[config.mk]
export PLATFORM = sky130hd
export DESIGN_NAME = ingress_frame_arbiter_flat
export DESIGN_NICKNAME = d
export VERILOG_FILES = /design/src/rtl/ingress_frame_arbiter_if.sv /design/src/rtl/ingress_frame_arbiter.sv /design/src/flat_wrapper.sv
export SDC_FILE = /design/constraint.sdc
export NUM_CORES = 1
export LEC_CHECK = 0
export ABC_AREA = 0
export CAP_MARGIN = 20
export CORE_AREA = 2 2 132 134
export CTS_BUF_LIST = sky130_fd_sc_hd__clkbuf_4
export DETAILED_ROUTE_END_ITERATION = 16
export DIE_AREA = 0 0 134 136
export PLACE_DENSITY = 0.53
export SLEW_MARGIN = 30
export SYNTH_ARGS = -nofsm -noshare
export SYNTH_HDL_FRONTEND = slang
export SYNTH_SLANG_ARGS = --single-unit
[constraint.sdc]
create_clock -name clk -period 3.4 [get_ports clk]
set_input_delay 0.68 -clock clk [delete_from_list [all_inputs] [get_ports clk]]
set_output_delay 0.68 -clock clk [all_outputs]
set_load 0.05 [all_outputs]
[src/rtl/ingress_frame_arbiter_if.sv]
// ingress_frame_arbiter_if
//   Bundles the NUM_PORTS ingress AXI-Stream requesters and the merged
//   egress stream of the ingress frame arbiter.
//   master : arbiter view. It drives s_tready and the merged m_* stream, and
//            samples s_tvalid/s_tdata/s_tlast and m_tready.
//   slave  : environment view (requesters plus frame parser), the mirror image.
//   s_tdata is flat: port i occupies bits [i*DATA_W +: DATA_W].
interface ingress_frame_arbiter_if #(
  parameter int NUM_PORTS = 4,
  parameter int DATA_W    = 64
);
  localparam int PW = $clog2(NUM_PORTS);

  logic [NUM_PORTS-1:0]        s_tvalid;
  logic [NUM_PORTS-1:0]        s_tready;
  logic [NUM_PORTS*DATA_W-1:0] s_tdata;
  logic [NUM_PORTS-1:0]        s_tlast;
  logic                        m_tvalid;
  logic                        m_tready;
  logic [DATA_W-1:0]           m_tdata;
  logic                        m_tlast;
  logic [PW-1:0]               m_tid;
  logic                        m_abort;

  modport master (
    input  s_tvalid, s_tdata, s_tlast, m_tready,
    output s_tready, m_tvalid, m_tdata, m_tlast, m_tid, m_abort
  );

  modport slave (
    output s_tvalid, s_tdata, s_tlast, m_tready,
    input  s_tready, m_tvalid, m_tdata, m_tlast, m_tid, m_abort
  );
endinterface

[src/rtl/ingress_frame_arbiter.sv]
// ingress_frame_arbiter
//   Round-robin, frame-granular arbiter merging NUM_PORTS AXI-Stream
//   requesters into one stream toward the frame parser. A grant is taken in
//   IDLE (one bubble cycle per frame) and held until the granted port's
//   tlast is accepted; the datapath in BUSY is purely combinational.
//
//   Optional feature, macro INGRESS_ARB_WATCHDOG_EN: stall watchdog. After
//   STALL_LIMIT consecutive cycles with the granted port idle mid-frame, a
//   synthetic abort beat (tdata 0, tlast 1, m_abort 1) is emitted and the
//   rest of the stalled frame is sunk up to its tlast.
//
// Ports
//   clk       : clock, rising edge
//   rst_n     : asynchronous active-low reset
//   bus       : ingress_frame_arbiter_if.master (s_* requesters, m_* merged)
//   busy      : a grant is held (state != IDLE)
//   stall_err : one-cycle pulse in the first ABORT cycle (0 without watchdog)
module ingress_frame_arbiter #(
  parameter int NUM_PORTS   = 4,
  parameter int DATA_W      = 64,
  parameter int STALL_LIMIT = 256
) (
  input  logic                    clk,
  input  logic                    rst_n,
  ingress_frame_arbiter_if.master bus,
  output logic                    busy,
  output logic                    stall_err
);
  localparam int PW = $clog2(NUM_PORTS);

  if (NUM_PORTS < 2 || NUM_PORTS > 8) begin : g_np_chk
    $error("ingress_frame_arbiter: NUM_PORTS must be 2..8");
  end
  if (STALL_LIMIT < 2 || STALL_LIMIT > 65535) begin : g_sl_chk
    $error("ingress_frame_arbiter: STALL_LIMIT must be 2..65535");
  end

`ifdef INGRESS_ARB_WATCHDOG_EN
  typedef enum logic [1:0] {IDLE, BUSY, ABORT, DRAIN} state_t;
`else
  typedef enum logic {IDLE, BUSY} state_t;
`endif

  state_t                state, state_nx;
  logic [PW-1:0]         gnt, gnt_nx, rr_ptr, rr_nx, pick, gnt_inc;
  logic [PW-1:0]         cand [NUM_PORTS];
  logic [NUM_PORTS-1:0]  s_rdy;
  logic                  m_vld, m_lst, m_ab;
  logic [DATA_W-1:0]     m_dat;
  logic [PW-1:0]         m_id;
`ifdef INGRESS_ARB_WATCHDOG_EN
  logic [15:0]           stall_cnt, cnt_nx;
  logic                  err_q, err_nx;
`endif

  // cand[k]: port visited k-th when searching cyclically from rr_ptr
  for (genvar k = 0; k < NUM_PORTS; k++) begin : g_cand
    assign cand[k] = PW'((int'(rr_ptr) + k) % NUM_PORTS);
  end

  // Descending scan so the nearest requester (smallest k) wins
  always_comb begin
    pick = rr_ptr;
    for (int k = NUM_PORTS - 1; k >= 0; k--) begin
      if (bus.s_tvalid[cand[k]]) pick = cand[k];
    end
  end

  assign gnt_inc = (gnt == PW'(NUM_PORTS - 1)) ? '0 : gnt + 1'b1;

  always_ff @(posedge clk or negedge rst_n) begin
    if (!rst_n) begin
      state     <= IDLE;
      gnt       <= '0;
      rr_ptr    <= '0;
`ifdef INGRESS_ARB_WATCHDOG_EN
      stall_cnt <= '0;
      err_q     <= 1'b0;
`endif
    end else begin
      state     <= state_nx;
      gnt       <= gnt_nx;
      rr_ptr    <= rr_nx;
`ifdef INGRESS_ARB_WATCHDOG_EN
      stall_cnt <= cnt_nx;
      err_q     <= err_nx;
`endif
    end
  end

  always_comb begin
    state_nx = state;
    gnt_nx   = gnt;
    rr_nx    = rr_ptr;
    s_rdy    = '0;
    m_vld    = 1'b0;
    m_dat    = '0;
    m_lst    = 1'b0;
    m_ab     = 1'b0;
    m_id     = '0;
`ifdef INGRESS_ARB_WATCHDOG_EN
    cnt_nx   = '0;
    err_nx   = 1'b0;
`endif
    case (state)
      IDLE: begin
        if (|bus.s_tvalid) begin
          gnt_nx   = pick;
          state_nx = BUSY;
        end
      end
      BUSY: begin
        m_id       = gnt;
        m_vld      = bus.s_tvalid[gnt];
        m_dat      = bus.s_tdata[int'(gnt)*DATA_W +: DATA_W];
        m_lst      = bus.s_tlast[gnt];
        s_rdy[gnt] = bus.m_tready;
        if (m_vld && bus.m_tready && m_lst) begin
          state_nx = IDLE;
          rr_nx    = gnt_inc;
        end
`ifdef INGRESS_ARB_WATCHDOG_EN
        // cnt_nx stays 0 on any cycle the granted port is valid
        if (!bus.s_tvalid[gnt]) begin
          if (stall_cnt == 16'(STALL_LIMIT - 1)) begin
            state_nx = ABORT;
            err_nx   = 1'b1;
          end else begin
            cnt_nx = stall_cnt + 16'd1;
          end
        end
`endif
      end
`ifdef INGRESS_ARB_WATCHDOG_EN
      ABORT: begin
        m_id  = gnt;
        m_vld = 1'b1;
        m_lst = 1'b1;
        m_ab  = 1'b1;
        if (bus.m_tready) state_nx = DRAIN;
      end
      DRAIN: begin
        // sink the remainder of the stalled frame, nothing goes downstream
        m_id       = gnt;
        s_rdy[gnt] = 1'b1;
        if (bus.s_tvalid[gnt] && bus.s_tlast[gnt]) begin
          state_nx = IDLE;
          rr_nx    = gnt_inc;
        end
      end
`endif
      default: state_nx = IDLE;
    endcase
  end

  assign bus.s_tready = s_rdy;
  assign bus.m_tvalid = m_vld;
  assign bus.m_tdata  = m_dat;
  assign bus.m_tlast  = m_lst;
  assign bus.m_tid    = m_id;
  assign busy         = (state != IDLE);
`ifdef INGRESS_ARB_WATCHDOG_EN
  assign bus.m_abort  = m_ab;
  assign stall_err    = err_q;
`else
  assign bus.m_abort  = 1'b0;
  assign stall_err    = 1'b0;
`endif
endmodule

[src/flat_wrapper.sv]
// flat-port wrapper written by rule: the top's interface ports become plain ports
module ingress_frame_arbiter_flat 
#(
  parameter int NUM_PORTS   = 4,
  parameter int DATA_W      = 64,
  parameter int STALL_LIMIT = 256
)
  (clk, rst_n, busy, stall_err, bus_s_tvalid, bus_s_tdata, bus_s_tlast, bus_m_tready, bus_s_tready, bus_m_tvalid, bus_m_tdata, bus_m_tlast, bus_m_tid, bus_m_abort);
  ingress_frame_arbiter_if #(.NUM_PORTS(NUM_PORTS), .DATA_W(DATA_W)) bus_i ();
  input  logic clk;
  input  logic rst_n;
  output logic busy;
  output logic stall_err;
  input wire logic [$bits(bus_i.s_tvalid)-1:0] bus_s_tvalid;
  input wire logic [$bits(bus_i.s_tdata)-1:0] bus_s_tdata;
  input wire logic [$bits(bus_i.s_tlast)-1:0] bus_s_tlast;
  input wire logic [$bits(bus_i.m_tready)-1:0] bus_m_tready;
  output wire logic [$bits(bus_i.s_tready)-1:0] bus_s_tready;
  output wire logic [$bits(bus_i.m_tvalid)-1:0] bus_m_tvalid;
  output wire logic [$bits(bus_i.m_tdata)-1:0] bus_m_tdata;
  output wire logic [$bits(bus_i.m_tlast)-1:0] bus_m_tlast;
  output wire logic [$bits(bus_i.m_tid)-1:0] bus_m_tid;
  output wire logic [$bits(bus_i.m_abort)-1:0] bus_m_abort;
  assign bus_i.s_tvalid = bus_s_tvalid;
  assign bus_i.s_tdata = bus_s_tdata;
  assign bus_i.s_tlast = bus_s_tlast;
  assign bus_i.m_tready = bus_m_tready;
  assign bus_s_tready = bus_i.s_tready;
  assign bus_m_tvalid = bus_i.m_tvalid;
  assign bus_m_tdata = bus_i.m_tdata;
  assign bus_m_tlast = bus_i.m_tlast;
  assign bus_m_tid = bus_i.m_tid;
  assign bus_m_abort = bus_i.m_abort;
  ingress_frame_arbiter #(.NUM_PORTS(NUM_PORTS), .DATA_W(DATA_W), .STALL_LIMIT(STALL_LIMIT)) u_core (.clk(clk), .rst_n(rst_n), .bus(bus_i), .busy(busy), .stall_err(stall_err));
endmodule
==> impl_metrics.json, run 1 <==
{
  "run_status": "finished clean",
  "cap_violations": 0,
  "gp_routability_congestion": 0.815,
  "worstPathBufferInverterCount": 2,
  "hold_slack_ns": 0.598,
  "chipWidth_um": 134,
  "power-per-cell-area_nw_per_um2": 837,
  "hold_path.class": "reg2reg",
  "die-height_um": 136,
  "timing.setup.tns_ns": 0,
  "diodes": 0,
  "unrepaired_setup_endpoints_after_global_routing": "false",
  "cts-buffers-inserted": 3,
  "cts_resized": 0,
  "cpLargestDelayFamily": "buffers and inverters",
  "critical-path-max-stage-delay_ns": 0.69,
  "clock-sinks": 5,
  "finish.utilization": 0.355,
  "std_cell_rows": 48,
  "final_critical_path_setup_slack_ns": 0.243,
  "clk_latency_ns": 0.23,
  "aggregate_global_route_resource_usage": 0.135,
  "ir_worst_vdd_uv": 393,
  "numnets_final": 793,
  "startpoint_class_of_the_critical_path": "input pin",
  "dominantRegCellSynth": "dfrtp_1",
  "die_area_um2": 18200,
  "path_common_cell": "clkdlybuf4s50_1",
  "min_period_ns": 3.16,
  "post_route_cells_drive_above_1_share": 0.221,
  "critPathSlowestCell": "clkdlybuf4s50_1",
  "async_reset_ff_frac": 1.00,
  "cts_max_path_buffers": 2,
  "syn-mean-instance-area_um2": 12.3,
  "maxSlewHeadroom": 0.555,
  "slew_violations": 0,
  "synth_warnings": 0,
  "r2r_setup_slack_ns": 1.23,
  "area_delta_synth_final_pct": 145,
  "cts_tree": "done",
  "grt_start_max_net_pins": 71,
  "floorplan.initialDensity": 0.145,
  "io-pin-count": 342,
  "placement.setup.worst_slack_ns": 0.241,
  "antenna_found_initial": 0,
  "detailed_place_hpwl_um": 11200,
  "grt_pass1_vias": 3288,
  "wl_per_cell_um": 17.8,
  "antenna_viol_nets_final": 0,
  "firstDrtPassIters": 4,
  "clkTransAtPathRegs_ns": 0.04,
  "clock-root-buffer": "clkbuf_4",
  "ctsHtreeMaxLevel": 1,
  "syn-instance-count": 199,
  "setup.worst_path.end_class": "output pin",
  "finalClockSkew_ns": 0.00110,
  "wire_length_of_the_first_global_routing_pass_um": 19200,
  "routed_via_density": 4.23,
  "timing.final.crit_share": 0.929,
  "timing.fmax_mhz": 317,
  "post-cts-setup-buffers": 0,
  "synth.cell_area_um2": 2450,
  "route.detailed.drc": 0,
  "critPathMaxFanout": 1,
  "required_time_worst_endpoint_ns": 2.72,
  "hold_viol": 0,
  "crit_path_cell_trace": "clkdlybuf4s50_1 > mux4_2 > and2_1 > clkdlybuf4s50_1",
  "worst-setup-path-type": "in2out",
  "initialDrtViolationCount": 123,
  "tightest_slew_ns": 0.668,
  "number_of_register_bits_inferred_by_synthesis": 5,
  "numPortBuffers": 339,
  "synth_cell_type_count": 26,
  "routed-via-count": 3154,
  "placeableCoreArea_um2": 16900,
  "synth_enable_flop_cells": 0,
  "num-fill-cells": 1645,
  "fin_total_pwr_mw": 5.02,
  "synth.yosys.seq_area_share": 0.0511,
  "leakage_nw": 2.17,
  "cts_hold_buffers": 0,
  "globalRouteOverflowTotal": 0,
  "worst-endpoint-arrival_ns": 2.48,
  "postRouteWirelength_um": 13300,
  "report.final.setup_viol": 0
}
[layout make-up]
cell class                      count  area, um^2  area share
Timing Repair Buffer              343        3380       0.565
Multi-Input combinational cell    164        2150       0.358
Inverter                            5        18.8     0.00313
Clock buffer                        4        30.0     0.00501
Sequential cell                     5         131      0.0219
Tap cell                          225         282      0.0470
[stage by stage]
step	instances	instance area [um^2]
final	746	5990
after global routing	746	5990
after CTS	746	5990
after detailed placement	742	5960
after global placement	742	5960
after floorplan	200	2450
[layer usage]
metal | up-vias | track usage | routed length (um)
li1 | 1439 | - | -
met1 | 1519 | 0.159 | 5030
met2 | 190 | 0.258 | 6980
met3 | 6 | 0.0339 | 1200
met4 | 0 | 0.0118 | 65
met5 | - | 0 | 0
[worst paths after layout]
kind / from / endpoint / cells after the start
worst max-delay path: bus_s_tdata[253] / bus_m_tdata[61] / 4
worst min-delay path: u_core.rr_ptr[0] / u_core.rr_ptr[0] / 2
worst max register to register: u_core.gnt[0] / u_core.rr_ptr[1] / 4
worst min register to register: u_core.rr_ptr[0] / u_core.rr_ptr[0] / 2
max in group asynchronous: rst_n / u_core.gnt[0] / 1
min in group asynchronous: rst_n / u_core.gnt[0] / 1
[registers in the layout, summed over array words and instances (netlist names)]
name	count
u_core.gnt	2
u_core.rr_ptr	2
u_core.busy	1
[synth_stat cells (all sizes together) (2+ instances only)]
cell	instances	area share
nor2b	2	0.0051
ha	4	0.020
mux4	66	0.61
inv	5	0.0077
o21a	2	0.0061
clkbuf	9	0.014
and3	4	0.010
and2	68	0.17
mux2	2	0.011
o22ai	3	0.0077
buf	17	0.053
dfrtp	5	0.051
nor2	3	0.0046
[worst reg2reg max path: cells and delay by family (launching register included)]
kind,cells,cell delay (ns)
muxes,2,0.96
buffers and inverters,1,0.53
DFF,1,0.42
and+or+nand+nor,1,0.14
[where the power goes]
group	switching (mW)	total, mW	internal (mW)
clock	0.0215	0.0737	0.0521
combinational	2.77	4.79	2.02
sequential	0.0657	0.158	0.0918
total	2.85	5.02	2.16
[cells in the final DEF, fill, tap and decap left out, types with 2 or more instances in the layout]
cell,Yosys,layout
and2_1,68,68
buf_4,3,36
clkdlybuf4s50_1,0,303
clkbuf_4,0,4
o22ai_1,3,3
and3_1,4,4
mux4_2,66,66
inv_1,5,5
dfrtp_2,0,2
nor2b_1,2,2
nor2_1,3,3
ha_1,4,4
buf_12,2,4
o21a_1,2,2
dfrtp_1,5,2
conb_1,1,2
[cells by family (layout without fill, tap and decap cells)]
kind of cell	Yosys count	after routing	share of synthesized area
DFF	5	5	0.0511
muxes	69	69	0.622
buffers and inverters	31	352	0.0741
and+or+nand+nor	80	80	0.203
other	1	2	0.00153
AOI/OAI and AO/OA	9	9	0.0281
adders and majority gates	4	4	0.0204
Power figures use the tool's default switching activity.
==> inputs of run 2 (changes only) <==
ABC_AREA = 1   (was 0)
CORE_AREA = 2 2 131 133   (was 2 2 132 134)
DIE_AREA = 0 0 133 135   (was 0 0 134 136)
PLACE_DENSITY = 0.57   (was 0.53)
RECOVER_POWER = 100   (was unset)
==> run 2 against run 1 <==
Compared with the run above:
- count of clock-buffer cells in the layout is the same
- combinational power is 25% higher
- wire length grew 31%
- largest power group unchanged
- sequential share of layout area down 0.060 points
- global-route usage grew 4.1 points
- via count grew 55%
- non-clock buffer count is 6 higher
- total power is 25% higher
==> impl_metrics.json, run 2 <==
{
  "synth_top_cells_by_count": "nor2_1 (263), o21ai_0 (120), a21oi_1 (65)",
  "synth.largest_area_cell": "nor2_1",
  "numnets_final": 1177,
  "critPathMaxFanout": 77,
  "power-per-cell-area_nw_per_um2": 1030,
  "die_area_um2": 18000,
  "chipWidth_um": 133,
  "syn-instance-count": 605,
  "post_route_cells_drive_above_1_share": 0.0442,
  "hold_slack_ns": 0.697,
  "cts-buffers-inserted": 3,
  "post-cts-setup-buffers": 0,
  "worst-endpoint-arrival_ns": 2.28,
  "io-pin-count": 342,
  "slew_violations": 0,
  "layout.cells.most_common": "clkdlybuf4s50_1",
  "gr-usage-met3": 0.0372,
  "route.detailed.drc": 0,
  "synth.most_common_cell": "nor2_1",
  "unrepaired_setup_endpoints_after_global_routing": "false",
  "clkTransAtPathRegs_ns": 0.04,
  "cts_resized": 0,
  "timing.fmax_mhz": 338,
  "synth_warnings": 0,
  "layout_common_cells": "clkdlybuf4s50_1 (264), nor2_1 (263), o21ai_0 (126)",
  "antenna_viol_nets_final": 0,
  "floorplan.initialDensity": 0.174,
  "async_reset_ff_frac": 1.00,
  "synth_enable_flop_cells": 0,
  "area_delta_synth_final_pct": 114,
  "timing.hold.worst_path_depth": 2,
  "cellInternalPower_mw": 1.83,
  "clock_power_share": 0.012,
  "clock-root-buffer": "clkbuf_4",
  "swShare": 0.708,
  "cts_max_path_buffers": 2,
  "run_status": "finished clean",
  "std_cell_rows": 47,
  "power_dissipated_by_switching_net_loads_mw": 4.43,
  "finish.utilization": 0.372,
  "postRouteWirelength_um": 17400,
  "dominantRegCellSynth": "dfrtp_1",
  "grt_pass1_vias": 4434,
  "power.combinational.fraction": 0.959,
  "routed-via-count": 4880,
  "synth.yosys.seq_area_share": 0.0439,
  "maxSlewHeadroom": 0.535,
  "setup.worst_path.end_class": "output pin",
  "dpl_cell_area_um2": 6730,
  "number_of_register_bits_inferred_by_synthesis": 5,
  "min_from": "u_core.rr_ptr[0]",
  "clk_latency_ns": 0.24,
  "gp_routability_congestion": 0.830,
  "syn-mean-instance-area_um2": 4.71,
  "antenna_found_initial": 1,
  "required_time_worst_endpoint_ns": 2.72,
  "report.final.setup_viol": 0,
  "worst-setup-path-type": "reg2out",
  "tightest_slew_ns": 0.700,
  "cts_hold_buffers": 0,
  "finalClockSkew_ns": 0.00210,
  "ctsHtreeMaxLevel": 1,
  "leakage_nw": 2.41,
  "yosysTopAreaCellShare": 0.346,
  "placeableCoreArea_um2": 16400,
  "clock-sinks": 5,
  "timing.setup.tns_ns": 0,
  "initialDrtViolationCount": 267,
  "firstDrtPassIters": 4,
  "cap_violations": 0,
  "grt_start_max_net_pins": 78,
  "use_met2": 0.318,
  "aggregate_global_route_resource_usage": 0.176,
  "synth_cell_type_count": 23,
  "fin_total_pwr_mw": 6.26,
  "cts_tree": "done",
  "top_usage_layer": "met2",
  "groute.layer.met1.usage": 0.218,
  "wl_per_cell_um": 15.4,
  "detailed_place_hpwl_um": 13200,
  "min_period_ns": 2.96,
  "globalRouteOverflowTotal": 0,
  "startpoint_class_of_the_critical_path": "flip-flop",
  "wire_length_of_the_first_global_routing_pass_um": 25500,
  "die-height_um": 135,
  "routed_via_density": 4.33,
  "seqPwrFrac": 0.029,
  "ir_worst_vdd_uv": 595,
  "numPortBuffers": 339,
  "hold_viol": 0,
  "timing.final.crit_share": 0.871,
  "design_area_um2": 6100,
  "setup.worst_path.start": "u_core.gnt[0]",
  "hold_path.class": "reg2reg",
  "timing.rr.start": "u_core.gnt[0]",
  "synth.cell_area_um2": 2850,
  "synth.area.top_cells": "nor2_1 (35%), o21ai_0 (21%), a21oi_1 (11%), nand2_1 (5.5%), dfrtp_1 (4.4%)",
  "timing.reg2reg.worst_path_depth": 7
}
[run 2: cell type report]
cell class                 instances  area, um^2
multi-input combinational        527        2310
antenna                            1        2.50
clock buffer                       4        30.0
sequential                         5         130
fill                            1850       10300
tap                              220         275
inverter                          20        82.6
timing repair buffer             349        3270
[run 2: path summary, 6_finish.rpt]
| path | slack [ns] | end |
|---|---|---|
| min | 0.70 | u_core.rr_ptr[0] |
| max reg2reg | 1.73 | u_core.busy |
| max | 0.44 | bus_m_tdata[63] |
| max in group asynchronous | 2.46 | u_core.gnt[0] |
| min in group asynchronous | 0.72 | u_core.busy |
| min reg2reg | 0.70 | u_core.rr_ptr[0] |
[run 2: per-layer routing]
metal | wire length, um | share of wire
met1 | 7360 | 0.42
met2 | 8600 | 0.49
met3 | 1160 | 0.067
met4 | 270 | 0.016
met5 | 0 | 0
[run 2: logic make-up (layout without fill, tap and decap cells)]
logic type                 after synthesis  count (layout)  synth area share
DFF                                      5               5            0.0439
AOI/OAI and AO/OA                      196             196             0.348
buffers and inverters                   74             373             0.144
other                                    1               3           0.00132
and+or+nand+nor                        325             325             0.446
adders and majority gates                4               4            0.0176
[run 2: stage by stage]
step	cells	worst slack, ns
after global placement	1121	0.844
after CTS	1125	0.641
after detailed placement	1121	0.842
after global routing	1126	0.257
final	1126	0.440
after floorplan	606	0.684
[run 2: worst max-delay path: stages, from the launching register on]
cell and delay (ns):
dfrtp_4 0.62, buf_12 0.35, nor2_1 0.09, nor2_1 0.17, o21ai_0 0.11, a21oi_1 0.14
clkbuf_1 0.49
[run 2: power by group through the flow]
stage / clock, mW / sequential (mW) / combinational, mW
2_1_floorplan: 0 / 0.127 / 4.43
3_3_place_gp: 0 / 0.184 / 7.47
3_5_place_dp: 0 / 0.183 / 7.47
4_1_cts: 0.0809 / 0.182 / 7.49
5_1_grt: 0.0835 / 0.192 / 6.47
6_report: 0.0762 / 0.180 / 6.01
==> inputs of run 3 (changes only) <==
REMOVE_ABC_BUFFERS = 1   (was unset)
SKIP_CTS_REPAIR_TIMING = 1   (was unset)
==> run 3 against run 2 <==
Compared with the run above:
- final cell count is the same
- clock skew is essentially flat
- clock power is essentially flat
- critical endpoint is now bus_m_tdata[24]
- die area is the same
- count of clock-buffer cells in the layout is the same
- maximum frequency shrank 0.63%
- via count grew 0.16%
- largest power group unchanged
- first-iteration DRC count shrank 16%
- utilization shrank 0.67 points
- critical path depth shrank 1
- hold slack lost 0.0035 ns
==> impl_metrics.json, run 3 (synthesized netlist as in run 2, its figures left out) <==
{
  "worstPathBufferInverterCount": 3,
  "critical_path.endpoint": "bus_m_tdata[24]",
  "chipWidth_um": 133,
  "ctsHtreeMaxLevel": 1,
  "clock-root-buffer": "clkbuf_4",
  "final_critical_path_setup_slack_ns": 0.421,
  "numnets_final": 1178,
  "hold_path.class": "reg2reg",
  "firstDrtPassIters": 4,
  "worst-endpoint-arrival_ns": 2.30,
  "routed_via_density": 4.34,
  "clk_latency_ns": 0.24,
  "initialDrtViolationCount": 224,
  "r2r_setup_slack_ns": 1.54,
  "cap_violations": 0,
  "maxSlewHeadroom": 0.493,
  "timing.rr.start": "u_core.gnt[0]",
  "r2r-end": "u_core.busy",
  "post_route_cells_drive_above_1_share": 0.0353,
  "setup.worst_path.end_class": "output pin",
  "die_area_um2": 18000,
  "crit_path_cell_trace": "inv_8 > buf_12 > o21ai_0 > a21oi_1 > clkbuf_1",
  "unrepaired_setup_endpoints_after_global_routing": "false",
  "slew_violations": 0,
  "area_delta_synth_final_pct": 110,
  "design_area_um2": 5990,
  "routed-via-count": 4888,
  "route.detailed.drc": 0,
  "globalRouteOverflowTotal": 0,
  "wire_length_of_the_first_global_routing_pass_um": 25300,
  "clkTransAtPathRegs_ns": 0.04,
  "worst-setup-path-type": "reg2out",
  "antenna_viol_nets_final": 0,
  "tightest_slew_ns": 0.761,
  "startpoint_class_of_the_critical_path": "flip-flop",
  "finalClockSkew_ns": 0.00251,
  "run_status": "finished clean",
  "gp_routability_congestion": 0.798,
  "critPathSlowestCell": "dfrtp_4",
  "std_cell_rows": 47,
  "cpLargestDelayFamily": "buffers and inverters",
  "power-per-cell-area_nw_per_um2": 1000,
  "min_period_ns": 2.98,
  "report.final.setup_viol": 0,
  "post_layout_nonfiller_instances": 1126,
  "postRouteWirelength_um": 16700,
  "timing.critical_path.depth": 5,
  "cts-buffers-inserted": 3,
  "wl_per_cell_um": 14.8,
  "setup.worst_path.start": "u_core.gnt[0]",
  "timing.fmax_mhz": 336,
  "placed_cells": 1122,
  "layout_common_cells": "clkdlybuf4s50_1 (264), nor2_1 (263), o21ai_0 (120)",
  "grt_pass1_vias": 4652,
  "timing.reg2reg.worst_path_depth": 8,
  "timing.hold.worst_path_depth": 2,
  "finish.utilization": 0.365,
  "critPathMaxFanout": 64,
  "diodes": 0,
  "cts_tree": "done",
  "grt_start_max_net_pins": 66,
  "placeableCoreArea_um2": 16400,
  "detailed_place_hpwl_um": 12900,
  "critical-path-max-stage-delay_ns": 0.60,
  "ir_worst_vdd_uv": 480,
  "timing.final.crit_share": 0.876,
  "clock-sinks": 5,
  "dpl_cell_area_um2": 7010,
  "cts_max_path_buffers": 2,
  "min_from": "u_core.rr_ptr[0]",
  "fin_total_pwr_mw": 6.00,
  "placement.setup.worst_slack_ns": 0.685,
  "required_time_worst_endpoint_ns": 2.72,
  "numPortBuffers": 339,
  "floorplan.initialDensity": 0.174,
  "leakage_nw": 2.35,
  "hold_viol": 0,
  "layout.cells.most_common": "clkdlybuf4s50_1",
  "antenna_found_initial": 0,
  "aggregate_global_route_resource_usage": 0.174,
  "die-height_um": 135,
  "io-pin-count": 342
}
run 3: cell types whose count changed in the layout (fill, tap and decap cells not counted), moves of 6 or more:
cell and delta:
clkbuf_1 +9, buf_12 -7, o21ai_0 -6, o21ai_1 +6
run 3: power by group:
| part | leakage (nW) | total [mW] | switching [mW] | internal, mW |
|---|---|---|---|---|
| combinational | 2.28 | 5.74 | 4.28 | 1.46 |
| clock | 0.0184 | 0.0759 | 0.0236 | 0.0523 |
| sequential | 0.0565 | 0.183 | 0.0919 | 0.0913 |
| total | 2.35 | 6.00 | 4.40 | 1.61 |
run 3: stage by stage:
step / TNS [ns] / hold slack [ns]
floorplan: -69.65 / 0.384
global placement: 0 / 0.682
finish: 0 / 0.693
global route: 0 / 0.748
CTS: 0 / 0.664
detailed placement: 0 / 0.689
run 3: area by class of cell:
cell class                 instances  area, um^2
inverter                          20        82.6
sequential                         5         129
timing repair buffer             350        3150
clock buffer                       4        30.0
fill                            1815       10400
tap                              220         275
multi-input combinational        527        2320
run 3: layer usage:
| metal | share of wire | track usage |
|---|---|---|
| met1 | 0.41 | 0.209 |
| met2 | 0.49 | 0.317 |
| met3 | 0.078 | 0.0364 |
| met4 | 0.019 | 0.0388 |
| met5 | 0 | 0 |
run 3: tightest hold or removal path, cell delays in order (launching register included):
cell and delay [ns]:
dfrtp_1 0.47, nand2_1 0.12, o31ai_2 0.06
run 3: how the worst min path moves through the flow:
stage,endpoint
after floorplan,u_core.busy
after global placement,u_core.rr_ptr[0]
after detailed placement,u_core.rr_ptr[0]
after CTS,u_core.rr_ptr[1]
after global routing,u_core.rr_ptr[1]
final,u_core.rr_ptr[0]
